<file path="src/rtl/multi_digit_display.sv">
// multi_digit_display
//   N-digit multiplexed 7-segment driver. A binary value captured on LOAD is converted
//   to BCD by a sequential shift-add-3 (double dabble) engine, then the digits are
//   time-multiplexed onto one shared segment bus. Supports signed/unsigned input,
//   minus sign, leading-zero blanking, overflow saturation and a BUSY handshake.
//
// Ports
//   CLK           in   1            system clock, rising edge
//   RESET_N       in   1            asynchronous active-low reset
//   DATA_IN       in   DATA_WIDTH   value to display
//   LOAD          in   1            capture DATA_IN this cycle (ignored while BUSY)
//   SEGMENTS      out  7            {a,b,c,d,e,f,g}, registered
//   DIGIT_SELECT  out  NUM_DIGITS   one-hot digit enable, bit0 = ones digit, registered
//   BUSY          out  1            conversion in progress
//   OVERFLOW      out  1            displayed value is saturated
module multi_digit_display #(
    parameter int unsigned NUM_DIGITS     = 4,
    parameter int unsigned DATA_WIDTH     = 12,
    parameter int unsigned REFRESH_CYCLES = 100_000,
    parameter int unsigned SIGNED_MODE    = 1,
    parameter int unsigned SEG_ACTIVE_LOW = 0,
    parameter int unsigned BLANK_LEADING  = 1
) (
    input  logic                  CLK,
    input  logic                  RESET_N,
    input  logic [DATA_WIDTH-1:0] DATA_IN,
    input  logic                  LOAD,
    output logic [6:0]            SEGMENTS,
    output logic [NUM_DIGITS-1:0] DIGIT_SELECT,
    output logic                  BUSY,
    output logic                  OVERFLOW
);

    // Number of BCD nibbles needed to hold any DATA_WIDTH-bit magnitude.
    localparam int unsigned NB    = DATA_WIDTH * 3 / 10 + 1;
    localparam int unsigned BW    = NB * 4;
    localparam int unsigned SW    = BW + DATA_WIDTH;
    // Digits usable for magnitude; the top digit carries the sign in signed mode.
    localparam int unsigned AVAIL = (SIGNED_MODE != 0) ? NUM_DIGITS - 1 : NUM_DIGITS;
    localparam int unsigned EXT_N = (NB > NUM_DIGITS) ? NB : NUM_DIGITS;
    localparam int unsigned CW    = $clog2(DATA_WIDTH);
    localparam int unsigned SCW   = $clog2(REFRESH_CYCLES);
    localparam int unsigned IW    = $clog2(NUM_DIGITS);

    localparam logic [6:0] GLYPH_MINUS = 7'b0000001;
    localparam logic [6:0] GLYPH_BLANK = 7'b0000000;
    localparam logic [6:0] GLYPH_ZERO  = 7'b1111110;

    typedef enum logic [1:0] {
        StIdle,
        StConvert,
        StCommit
    } state_e;

    function automatic logic [6:0] digit_glyph(input logic [3:0] d);
        logic [6:0] g;
        case (d)
            4'd0:    g = 7'b1111110;
            4'd1:    g = 7'b0110000;
            4'd2:    g = 7'b1101101;
            4'd3:    g = 7'b1111001;
            4'd4:    g = 7'b0110011;
            4'd5:    g = 7'b1011011;
            4'd6:    g = 7'b1011111;
            4'd7:    g = 7'b1110000;
            4'd8:    g = 7'b1111111;
            4'd9:    g = 7'b1110011;
            default: g = GLYPH_BLANK;
        endcase
        return g;
    endfunction

    // Builds the glyph for every digit from a BCD result, sign and overflow flag.
    // Digits are walked from the top down so blanking stops at the first nonzero digit.
    function automatic logic [NUM_DIGITS*7-1:0] build_glyphs(
        input logic [BW-1:0] bcd,
        input logic          neg,
        input logic          ovf
    );
        logic [NUM_DIGITS*7-1:0] g;
        logic [EXT_N*4-1:0]      ext;
        logic [3:0]              dig;
        logic                    seen;
        g              = '0;
        ext            = '0;
        ext[BW-1:0]    = bcd;
        seen           = 1'b0;
        for (int i = NUM_DIGITS - 1; i >= 0; i--) begin
            if ((SIGNED_MODE != 0) && (i == NUM_DIGITS - 1)) begin
                g[i*7+:7] = neg ? GLYPH_MINUS : GLYPH_BLANK;
            end else begin
                dig = ovf ? 4'd9 : ext[i*4+:4];
                if ((dig != 4'd0) || (i == 0) || ovf || (BLANK_LEADING == 0)) begin
                    seen = 1'b1;
                end
                g[i*7+:7] = seen ? digit_glyph(dig) : GLYPH_BLANK;
            end
        end
        return g;
    endfunction

    function automatic logic [6:0] seg_polarity(input logic [6:0] g);
        return (SEG_ACTIVE_LOW != 0) ? ~g : g;
    endfunction

    localparam logic [NUM_DIGITS*7-1:0] RESET_BUF = build_glyphs('0, 1'b0, 1'b0);
    localparam logic [6:0]              SEG_RESET = seg_polarity(GLYPH_ZERO);

    state_e                  state_q;
    logic [SW-1:0]           shift_q;
    logic [CW-1:0]           bit_cnt_q;
    logic                    neg_pend_q;
    logic [NUM_DIGITS*7-1:0] glyph_buf_q;
    logic [SCW-1:0]          scan_cnt_q;
    logic [IW-1:0]           idx_q;

    logic [SW-1:0]           shift_adj;
    logic [SW-1:0]           shift_next;
    logic [BW-1:0]           bcd_res;
    logic                    ovf_res;
    logic [NUM_DIGITS*7-1:0] commit_glyphs;
    logic                    neg_in;
    logic [DATA_WIDTH-1:0]   mag_in;
    logic [IW-1:0]           idx_nxt;
    logic [6:0]              glyph_nxt;

    // Input magnitude; the most negative value wraps to 2^(DATA_WIDTH-1) as unsigned.
    always_comb begin
        neg_in = (SIGNED_MODE != 0) && DATA_IN[DATA_WIDTH-1];
        mag_in = neg_in ? (~DATA_IN + 1'b1) : DATA_IN;
    end

    // One double-dabble step: correct nibbles >= 5, then shift {bcd, bin} left.
    always_comb begin
        shift_adj = shift_q;
        for (int i = 0; i < NB; i++) begin
            if (shift_adj[DATA_WIDTH+i*4+:4] >= 4'd5) begin
                shift_adj[DATA_WIDTH+i*4+:4] = shift_adj[DATA_WIDTH+i*4+:4] + 4'd3;
            end
        end
        shift_next = shift_adj << 1;
    end

    // Overflow when any BCD nibble beyond the available digits is nonzero.
    always_comb begin
        bcd_res = shift_q[SW-1:DATA_WIDTH];
        ovf_res = 1'b0;
        for (int i = 0; i < NB; i++) begin
            if ((i >= int'(AVAIL)) && (bcd_res[i*4+:4] != 4'd0)) begin
                ovf_res = 1'b1;
            end
        end
        commit_glyphs = build_glyphs(bcd_res, neg_pend_q, ovf_res);
    end

    // Conversion FSM with registered BUSY/OVERFLOW.
    always_ff @(posedge CLK or negedge RESET_N) begin
        if (!RESET_N) begin
            state_q     <= StIdle;
            shift_q     <= '0;
            bit_cnt_q   <= '0;
            neg_pend_q  <= 1'b0;
            glyph_buf_q <= RESET_BUF;
            BUSY        <= 1'b0;
            OVERFLOW    <= 1'b0;
        end else begin
            case (state_q)
                StIdle: begin
                    if (LOAD) begin
                        shift_q    <= {{BW{1'b0}}, mag_in};
                        neg_pend_q <= neg_in;
                        bit_cnt_q  <= '0;
                        BUSY       <= 1'b1;
                        state_q    <= StConvert;
                    end
                end
                StConvert: begin
                    shift_q   <= shift_next;
                    bit_cnt_q <= bit_cnt_q + 1'b1;
                    if (bit_cnt_q == CW'(DATA_WIDTH - 1)) begin
                        state_q <= StCommit;
                    end
                end
                StCommit: begin
                    glyph_buf_q <= commit_glyphs;
                    OVERFLOW    <= ovf_res;
                    BUSY        <= 1'b0;
                    state_q     <= StIdle;
                end
                default: begin
                    state_q <= StIdle;
                    BUSY    <= 1'b0;
                end
            endcase
        end
    end

    always_comb begin
        idx_nxt   = (idx_q == IW'(NUM_DIGITS - 1)) ? '0 : idx_q + IW'(1);
        glyph_nxt = glyph_buf_q[idx_nxt*7+:7];
    end

    // Refresh scan; outputs only change at slot boundaries, independent of the FSM.
    always_ff @(posedge CLK or negedge RESET_N) begin
        if (!RESET_N) begin
            scan_cnt_q   <= '0;
            idx_q        <= '0;
            DIGIT_SELECT <= NUM_DIGITS'(1);
            SEGMENTS     <= SEG_RESET;
        end else begin
            if (scan_cnt_q == SCW'(REFRESH_CYCLES - 1)) begin
                scan_cnt_q   <= '0;
                idx_q        <= idx_nxt;
                DIGIT_SELECT <= NUM_DIGITS'(1) << idx_nxt;
                SEGMENTS     <= seg_polarity(glyph_nxt);
            end else begin
                scan_cnt_q <= scan_cnt_q + SCW'(1);
            end
        end
    end

endmodule

</file>
<file path="config.mk">
export PLATFORM = sky130hd
export DESIGN_NAME = multi_digit_display
export DESIGN_NICKNAME = d
export VERILOG_FILES = /design/src/rtl/multi_digit_display.sv
export SDC_FILE = /design/constraint.sdc
export NUM_CORES = 1
export LEC_CHECK = 0
export BUFFER_PORTS_ARGS = -buffer_cell sky130_fd_sc_hd__buf_2
export CAP_MARGIN = 10
export CORE_UTILIZATION = 65
export CTS_CLUSTER_SIZE = 30
export DETAILED_ROUTE_END_ITERATION = 10
export MAX_ROUTING_LAYER = met4
export PLACE_DENSITY_LB_ADDON = 0.2
export RECOVER_POWER = 25
export SYNTH_ARGS = -nofsm -noshare
export SYNTH_HDL_FRONTEND = slang
export SYNTH_SLANG_ARGS = --single-unit
</file>
<file path="constraint.sdc">
create_clock -name CLK -period 7.75 [get_ports CLK]
set_clock_uncertainty 0.15 [all_clocks]
set_input_delay 1.55 -clock CLK [delete_from_list [all_inputs] [get_ports CLK]]
set_output_delay 1.55 -clock CLK [all_outputs]
set_load 0.01 [all_outputs]
</file>
After elaboration in Yosys (flattened, before gate mapping). Memories as Yosys holds them, arrays and structs flattened. A register that Yosys moved wholly into a read port is not among the register bits. Index checks and enable logic that the tools add are counted.

Bitwise operators: 2. Muxes and demuxes: 25. Eq/ne operators: 7. $mul: 1. Divide/modulo/power cells: 0. Magnitude comparators: 4. Shift operators: 2. $add $sub $neg: 8. Reductions and logical operators: 12.

Operator list (number): $pmux 28 s2 (1); $mux 28 (1); $mux 4 (7); $shiftx 28x6->7 (1); $add 17x1->17 const B (1); $eq 17x17->1 const B (1); $mux 17 (1); $ge 4x3->1 const B (4); $mux 7 (2); $add 12x1->12 const B (1); $add 4x2->4 const B (3); $mux 12 (1); $not 12->12 (1); $reduce_bool 4->1 (3); $pmux 4 s2 (1); $reduce_and 2->1 (4); $mux 2 (3); $mul 2x3->5 const B (1); $mux 1 (5); $add 4x1->4 const B (1); $eq 2x2->1 const B (2); $eq 4x4->1 const B (1); $ne 2x2->1 const B (2); $pmux 2 s2 (1); other kinds (11) (12).

Memories kept: 3. Flip-flop bits (word level): 95. Bits in latches: 0. Word-level logic and storage cells: 75. Output and inout port bits: 13. ROM bits: 336. Bits in writable memories: 0.

Memories: (no name shown) (depth 16, width 7, read ports 1, clocked after Yosys merged registers in 0, write ports 0, RTL line 57) `case (d)`; (no name shown) (depth 16, width 7, read ports 1, clocked after Yosys merged registers in 0, write ports 0, RTL line 57); (no name shown) (depth 16, width 7, read ports 1, clocked after Yosys merged registers in 1, write ports 0, RTL line 57).

Depth between registers and ports, before layout. Gate-level depths: netlist of the first run.

Word-level depth: 8. Mapped depth: 11.

Least setup slack after synthesis of the first run. OpenSTA, ideal clock, no wires.

Path kind: input -> register. Start: input port DATA_IN[3]. End: register shift_q[10]. Setup slack: 4.857 ns. Arrival time: 2.608 ns. Buffers on the path: 1. Setup time: 0.135 ns. Stages: 5. Path through: or3_1 buf_2 o41ai_2 xor2_1 o21ai_0.

Longest elaborated chain between the ends: 5.

Ends and longest elaborated chain: from (decl) (RTL line 26) `input logic [DATA_WIDTH-1:0] DATA_IN,`; $not 12->12 (RTL line 130) `mag_in = neg_in ? (~DATA_IN + 1'b1) : DATA_IN;`; $add 12x1->12 (RTL line 130); $mux 12 (RTL line 130); $mux 28 (RTL line 169) `if (LOAD) begin`; $pmux 28 s2 (RTL line 167) `case (state_q)`; to (signal assigned) (RTL line 170) `shift_q <= {{BW{1'b0}}, mag_in};`; to (signal assigned) (RTL line 178) `shift_q <= shift_next;`; to (decl) (RTL line 110) `logic [SW-1:0] shift_q;`.

No other way between the ends. The select of a mux whose other input is x is not followed. A chain may end at the register's enable or synchronous reset.

Final worst setup path of the first run.
Start: register scan_cnt_q[0]. End: register DIGIT_SELECT[3].

Longest elaborated chain between the ends: 1.

Ends and longest elaborated chain: from (decl) (RTL line 114) `logic [SCW-1:0] scan_cnt_q;`; from (signal assigned) (RTL line 217) `scan_cnt_q <= scan_cnt_q + SCW'(1);`; $eq 17x17->1 (RTL line 211) `if (scan_cnt_q == SCW'(REFRESH_CYCLES - 1)) begin`; to (signal assigned) (RTL line 214) `DIGIT_SELECT <= NUM_DIGITS'(1) << idx_nxt;`; to (decl) (RTL line 29) `output logic [NUM_DIGITS-1:0] DIGIT_SELECT,`.

No other way between the ends.

==> results.ini, run 1 <==
[sta]
finalHoldViolations=0
finalCritPeriodShare_pct=41.4
max_freq_ghz=0.311
fin_setup_tns_ns=0
rsz0062_at_grt=no
worstMarginPinSlew_ns=1.43
maxSlewViolCount=0
period_minus_slack_ns=3.21
slew-limit-headroom_pct=3.61
finalSetupViolations=0
whs_ns=0.338

[detailed_routing]
dr.first_iter.drc_count=207
drtAntennaViolNets=0
vias_per_cell=5.88
firstDrtPassIters=4
drc=0
wire_per_inst_um=15.3
postRouteWirelength_um=9500
vias=3653

[run_status]
status=completed

[power]
vdd_drop_max_uv=210
cellInternalPower_w=0.00102
clkPwrFrac_pct=18.5
power_w=0.00171
leakagePower_nw=2.46
powerDensity_nw_per_um2=315
seqPwrFrac_pct=42.7
swShare_pct=40.5
comb_power_share_pct=38.8
p_switching_w=0.000690

[hold_path]
hp-class=flip-flop to flip-flop
holdPathEnd=glyph_buf_q[7]
hold_start=glyph_buf_q[7]
hold_depth=2

[global_routing]
grt_pass1_vias=3566
grt_use_met2_pct=40.6
top_usage_layer=met2
globalRouteMet3Util_pct=4.12
grt_max_degree=90
met1_usage_pct=35.0
grt_overflow=0
grt_pass1_wl_um=16700
antenna_found_initial=0
grt_usage_pct=25.9

[setup_path]
worstRegToRegCells=6
cp.arrival_ns=3.31
start_kind=flip-flop
reg2reg_to=DIGIT_SELECT[3]
worstSetupPathType=flip-flop to flip-flop
crit_fanout=13
crit-reg2reg-launch=scan_cnt_q[0]
worstSetupEndpointType=flip-flop
required_ns=7.85
r2r_setup_slack_ns=4.54

[floorplanning]
dieArea_um2=8160
fp.dieW_um=90.3
start_util_pct=68.5
num_rows=31
ios=28
chipHeight_um=90.3
coreArea_um2=7410

[logic_synthesis]
ys_types=59
ys_async_sr_fraction_pct=100
synth_area_um2=5070
yosys_register_bits=89
syn_nets=547
seq_area_frac_synth_pct=44.2
syn_inst=500
yosys_most_used_dff=dfrtp_1
yosys_warnings=0
synth_edf_count=0
synth_area_per_cell_um2=10.1

[clock_tree]
cts_setup_buffers=0
cts_hold_buf=0
clkTransAtPathRegs_ns=0.10
clk_latency_ns=0.37
clk_path_buf_depth=2
cts_buffers=9
cts_sinks=89
root_buffer=clkbuf_8
postCtsResizedCells=0
htreeDepth=3
cts_tree=yes

[placed_design]
dp_hpwl_um=6600
portBuffers=27
dp_cells=605
gp_congestion=0.869

[layout]
postLayoutCoreUtil_pct=73.1
antenna_cells=0
synthToLayoutAreaGrowth_pct=6.74
layoutNonFillerInstCount=621
fin_nets=564
drive_above_1_share_pct=15.9

[flow_run]
drv_cap=0

final cells by class:
cell class	instances	area [um^2]
timing repair buffer	31	155
clock inverter	7	73.8
clock buffer	9	124
tap	99	124
sequential	89	2240
fill	528	2000
multi-input combinational	359	2590
inverter	27	101
power by group through the flow:
| stage | combinational [W] | sequential (W) | clock [W] |
|---|---|---|---|
| 4_1_cts | 0.000669 | 0.000725 | 0.000323 |
| 2_1_floorplan | 0.000556 | 0.000672 | 0 |
| 6_report | 0.000661 | 0.000728 | 0.000316 |
| 3_5_place_dp | 0.000657 | 0.000733 | 0 |
| 3_3_place_gp | 0.000626 | 0.000729 | 0 |
| 5_1_grt | 0.000749 | 0.000747 | 0.000342 |
worst max-delay path, cell delays in order, from the launching register on:
cell     delay, ns
dfrtp_1       0.42
ha_1          0.24
and4_1        0.30
nand4_2       0.11
nor4_1        1.09
buf_4         0.42
mux2_2        0.36
cell families after synthesis:
family                     Yosys count  share of synthesized area [%]
muxes                               29                           7.13
and+or+nand+nor                    143                           14.5
xor gates and xnor gates            31                           5.35
buffers and inverters               52                           4.32
AOI/OAI and AO/OA                  124                           16.6
adders and majority gates           32                           7.90
DFF                                 89                           44.2
per-stage QoR:
stage               instance area (um^2)  setup WS (ns)
floorplan                           5070           4.86
global placement                    5250           4.68
detailed placement                  5250           4.56
CTS                                 5440           4.67
global route                        5410           4.25
finish                              5410           4.54
cells in the mapped netlist, drive strengths merged (2+ instances only):
| cell type | instances | area, um^2 |
|---|---|---|
| a21o | 2 | 15.0 |
| dfrtp | 76 | 1900 |
| o31a | 2 | 17.5 |
| buf | 6 | 46.3 |
| or3 | 3 | 18.8 |
| nand2b | 13 | 81.3 |
| o22ai | 13 | 81.3 |
| o31ai | 6 | 45.0 |
| a211oi | 2 | 15.0 |
| o41ai | 6 | 82.6 |
| dfstp | 13 | 342 |
| nor2b | 6 | 37.5 |
| nor2 | 37 | 141 |
| nor3 | 7 | 35.0 |
| a32o | 4 | 40.0 |
| and4 | 2 | 20.0 |
| nand2 | 42 | 158 |
| a21oi | 18 | 90.1 |
| nor3b | 3 | 27.5 |
| mux2i | 11 | 110 |
| clkbuf | 19 | 71.3 |
| xor2 | 13 | 114 |
| inv | 27 | 101 |
| xnor2 | 18 | 158 |
| a22o | 10 | 87.6 |
| o32ai | 3 | 26.3 |
| mux2 | 17 | 229 |
| a22oi | 10 | 75.1 |
| o21ai | 41 | 205 |
| nor4 | 5 | 46.3 |
| a2111oi | 2 | 17.5 |
| nand3 | 10 | 50.1 |
| ha | 32 | 400 |
| nand4 | 7 | 50.1 |
metal layers:
metal  share of wire, %  wire (um)
met4                1.1        102
met1                 48       4560
met2                 48       4570
met3                2.8        263
met5                  0          0
worst max path at each step:
stage,start,end,slack (ns),cells after the start
5_1_grt,scan_cnt_q[0],DIGIT_SELECT[3],4.25,6
3_5_place_dp,DATA_IN[3],shift_q[9],4.56,5
4_1_cts,shift_q[24],glyph_buf_q[12],4.67,9
6_report,scan_cnt_q[0],DIGIT_SELECT[3],4.54,6
2_1_floorplan,DATA_IN[3],shift_q[10],4.86,5
3_3_place_gp,DATA_IN[3],shift_q[10],4.68,5
flip-flops by register name, summed over array words and instances (netlist names):
register,flops
shift_q,28
idx_q,2
OVERFLOW,1
BUSY,1
glyph_buf_q,22
SEGMENTS,7
bit_cnt_q,4
neg_pend_q,1
scan_cnt_q,17
state_q,2
DIGIT_SELECT,4
layout by cell type (no fill, tap or decap), drive strengths merged, types with 11 or more instances in the layout:
cell type  netlist  routed
a21oi           18      18
buf              6      27
clkbuf          19      13
dfrtp           76      76
dfstp           13      13
ha              32      32
inv             27      31
mux2            17      17
mux2i           11      11
nand2           42      42
nand2b          13      13
nor2            37      37
o21ai           41      41
o22ai           13      13
xnor2           18      18
xor2            13      13
No activity file was read; power rests on OpenSTA's default activity.
==> run 2, diff against run 1 <==
CORE_UTILIZATION = 61   (was 65)
clock period = 3.2 ns   (was 7.75 ns; I/O delays follow)
==> results.ini, run 2 (same netlist as run 1, synthesis figures left out) <==
[setup_path]
reg2reg_to=glyph_buf_q[8]
r2r_setup_slack_ns=0.27  ; -4.27 ns
crit_fanout=13  ; unchanged
worstRegToRegCells=9  ; +3
required_ns=3.28  ; -4.57 ns
start_kind=flip-flop
worstSetupPathType=flip-flop to flip-flop
worstSetupEndpointType=flip-flop
startpoint=shift_q[24]
cp.arrival_ns=3.01  ; -0.30 ns
crit-reg2reg-launch=shift_q[24]

[detailed_routing]
drtAntennaViolNets=0  ; unchanged
postRouteWirelength_um=9460  ; -0.40%
firstDrtPassIters=5  ; +1
vias_per_cell=5.79  ; -1.6%
drc=0  ; unchanged
dr.first_iter.drc_count=233  ; +13%
vias=3635  ; -0.49%
wire_per_inst_um=15.1  ; -1.5%

[clock_tree]
root_buffer=clkbuf_8
cts_tree=yes
htreeDepth=3  ; unchanged
cts_sinks=89  ; unchanged
clk_latency_ns=0.37  ; about the same
clkTransAtPathRegs_ns=0.09  ; about the same
clk_path_buf_depth=2  ; unchanged
cts_setup_buffers=0  ; unchanged
postCtsResizedCells=0  ; unchanged
cts_hold_buf=0  ; unchanged
cts_buffers=9  ; unchanged

[layout]
multi_input_area_um2=2610  ; +0.68%
final_common_cell=dfrtp_1
nFillCells=584  ; +11%
design_area_um2=5490  ; +1.4%
regArea_um2=2240  ; unchanged
drive_above_1_share_pct=17.7  ; +1.8 points
final_cell_mix=dfrtp_1 (76), nand2_1 (42), o21ai_0 (39)
antenna_cells=0  ; unchanged
synthToLayoutAreaGrowth_pct=8.19
largest-register=shift_q
largest_reg_flops=28  ; unchanged
reg_top3=shift_q: 28 flops, glyph_buf_q: 22 flops, scan_cnt_q: 17 flops
fin_nets=568  ; +0.71%

[global_routing]
grt_usage_pct=25.0  ; -0.91 points
grt_pass1_vias=3557  ; -0.25%
grt_pass1_wl_um=16700  ; about the same
grt_max_degree=53  ; -41%
antenna_found_initial=0  ; unchanged
grt_overflow=0  ; unchanged

[placed_design]
portBuffers=27  ; unchanged
dp_hpwl_um=6880  ; +4.3%
gp_congestion=0.822  ; -5.5%
pre_cts_slack_ns=0.270  ; -4.29 ns
place_area_um2=5300  ; +1.1%

[power]
powerDensity_nw_per_um2=749  ; +140%
leakagePower_nw=2.49  ; +1.2%
vdd_drop_max_uv=416  ; +98%
power_w=0.00411  ; +140%

[sta]
maxSlewViolCount=0  ; unchanged
rsz0062_at_grt=no
worstMarginPinSlew_ns=1.32  ; -0.114 ns
slew-limit-headroom_pct=12.1  ; +8.5 points
finalCritPeriodShare_pct=91.6  ; +50 points
fin_setup_tns_ns=0  ; unchanged
fin_ws_ns=0.269  ; -4.27 ns
finalHoldViolations=0  ; unchanged
period_minus_slack_ns=2.93  ; -0.281 ns
finalSetupViolations=0  ; unchanged
max_freq_ghz=0.341  ; +9.6%

[floorplanning]
chipHeight_um=93.2  ; +3.2%
num_rows=32  ; +3.2%
dieArea_um2=8680  ; +6.4%
coreArea_um2=7890  ; +6.5%
start_util_pct=64.3  ; -4.2 points
ios=28  ; unchanged
fp.dieW_um=93.2  ; +3.2%

[hold_path]
holdPathEnd=BUSY
hold_depth=1  ; -1
hp-class=flip-flop to flip-flop
hold_start=BUSY

[flow_run]
drv_cap=0  ; unchanged

[run_status]
status=completed

-- run 2: how the worst max path moves through the flow --
stage	endpoint	cells past startpoint	slack, ns
after global routing	glyph_buf_q[12]	9	0.04
final	glyph_buf_q[8]	9	0.27
after CTS	glyph_buf_q[8]	9	0.26
after global placement	glyph_buf_q[12]	9	0.43
after floorplan	glyph_buf_q[11]	10	0.58
after detailed placement	glyph_buf_q[8]	9	0.27
-- run 2: layout make-up --
type,instances,area share [%]
Clock buffer,9,2.26
Clock inverter,7,1.12
Inverter,27,1.85
Multi-Input combinational cell,359,47.5
Sequential cell,89,40.9
Tap cell,102,2.33
Timing Repair Buffer,35,4.01
-- run 2: critical path: stages (launching register included) --
cell and delay (ns):
dfrtp_1 0.39, inv_1 0.14, ha_1 0.18, or3b_4 0.47
nor2_1 0.27, ha_1 0.27, nor3b_1 0.27, nand3_1 0.13
o21ai_0 0.37, o21ai_0 0.16
-- run 2: per-layer routing --
metal | global-route usage [%] | vias to the layer above | part of all wire (%)
li1 | - | 1816 | -
met3 | 4.63 | 14 | 3.4
met4 | 8.59 | 0 | 1.4
met5 | - | - | 0
met1 | 33.2 | 1733 | 49
met2 | 38.7 | 72 | 46
-- run 2: through the flow --
step | hold slack [ns] | utilization, % | cells
after global placement | 0.310 | 67.2 | 612
after CTS | 0.163 | 69.6 | 628
after detailed placement | 0.317 | 67.2 | 612
final | 0.330 | 69.6 | 628
after floorplan | 0.194 | - | 500
after global routing | 0.358 | 69.6 | 628
-- run 2: power by group --
group	switching [W]	internal, W	total [W]
Sequential	0.000319	0.00145	0.00177
Clock	0.000435	0.000295	0.000730
Combinational	0.000889	0.000724	0.00161
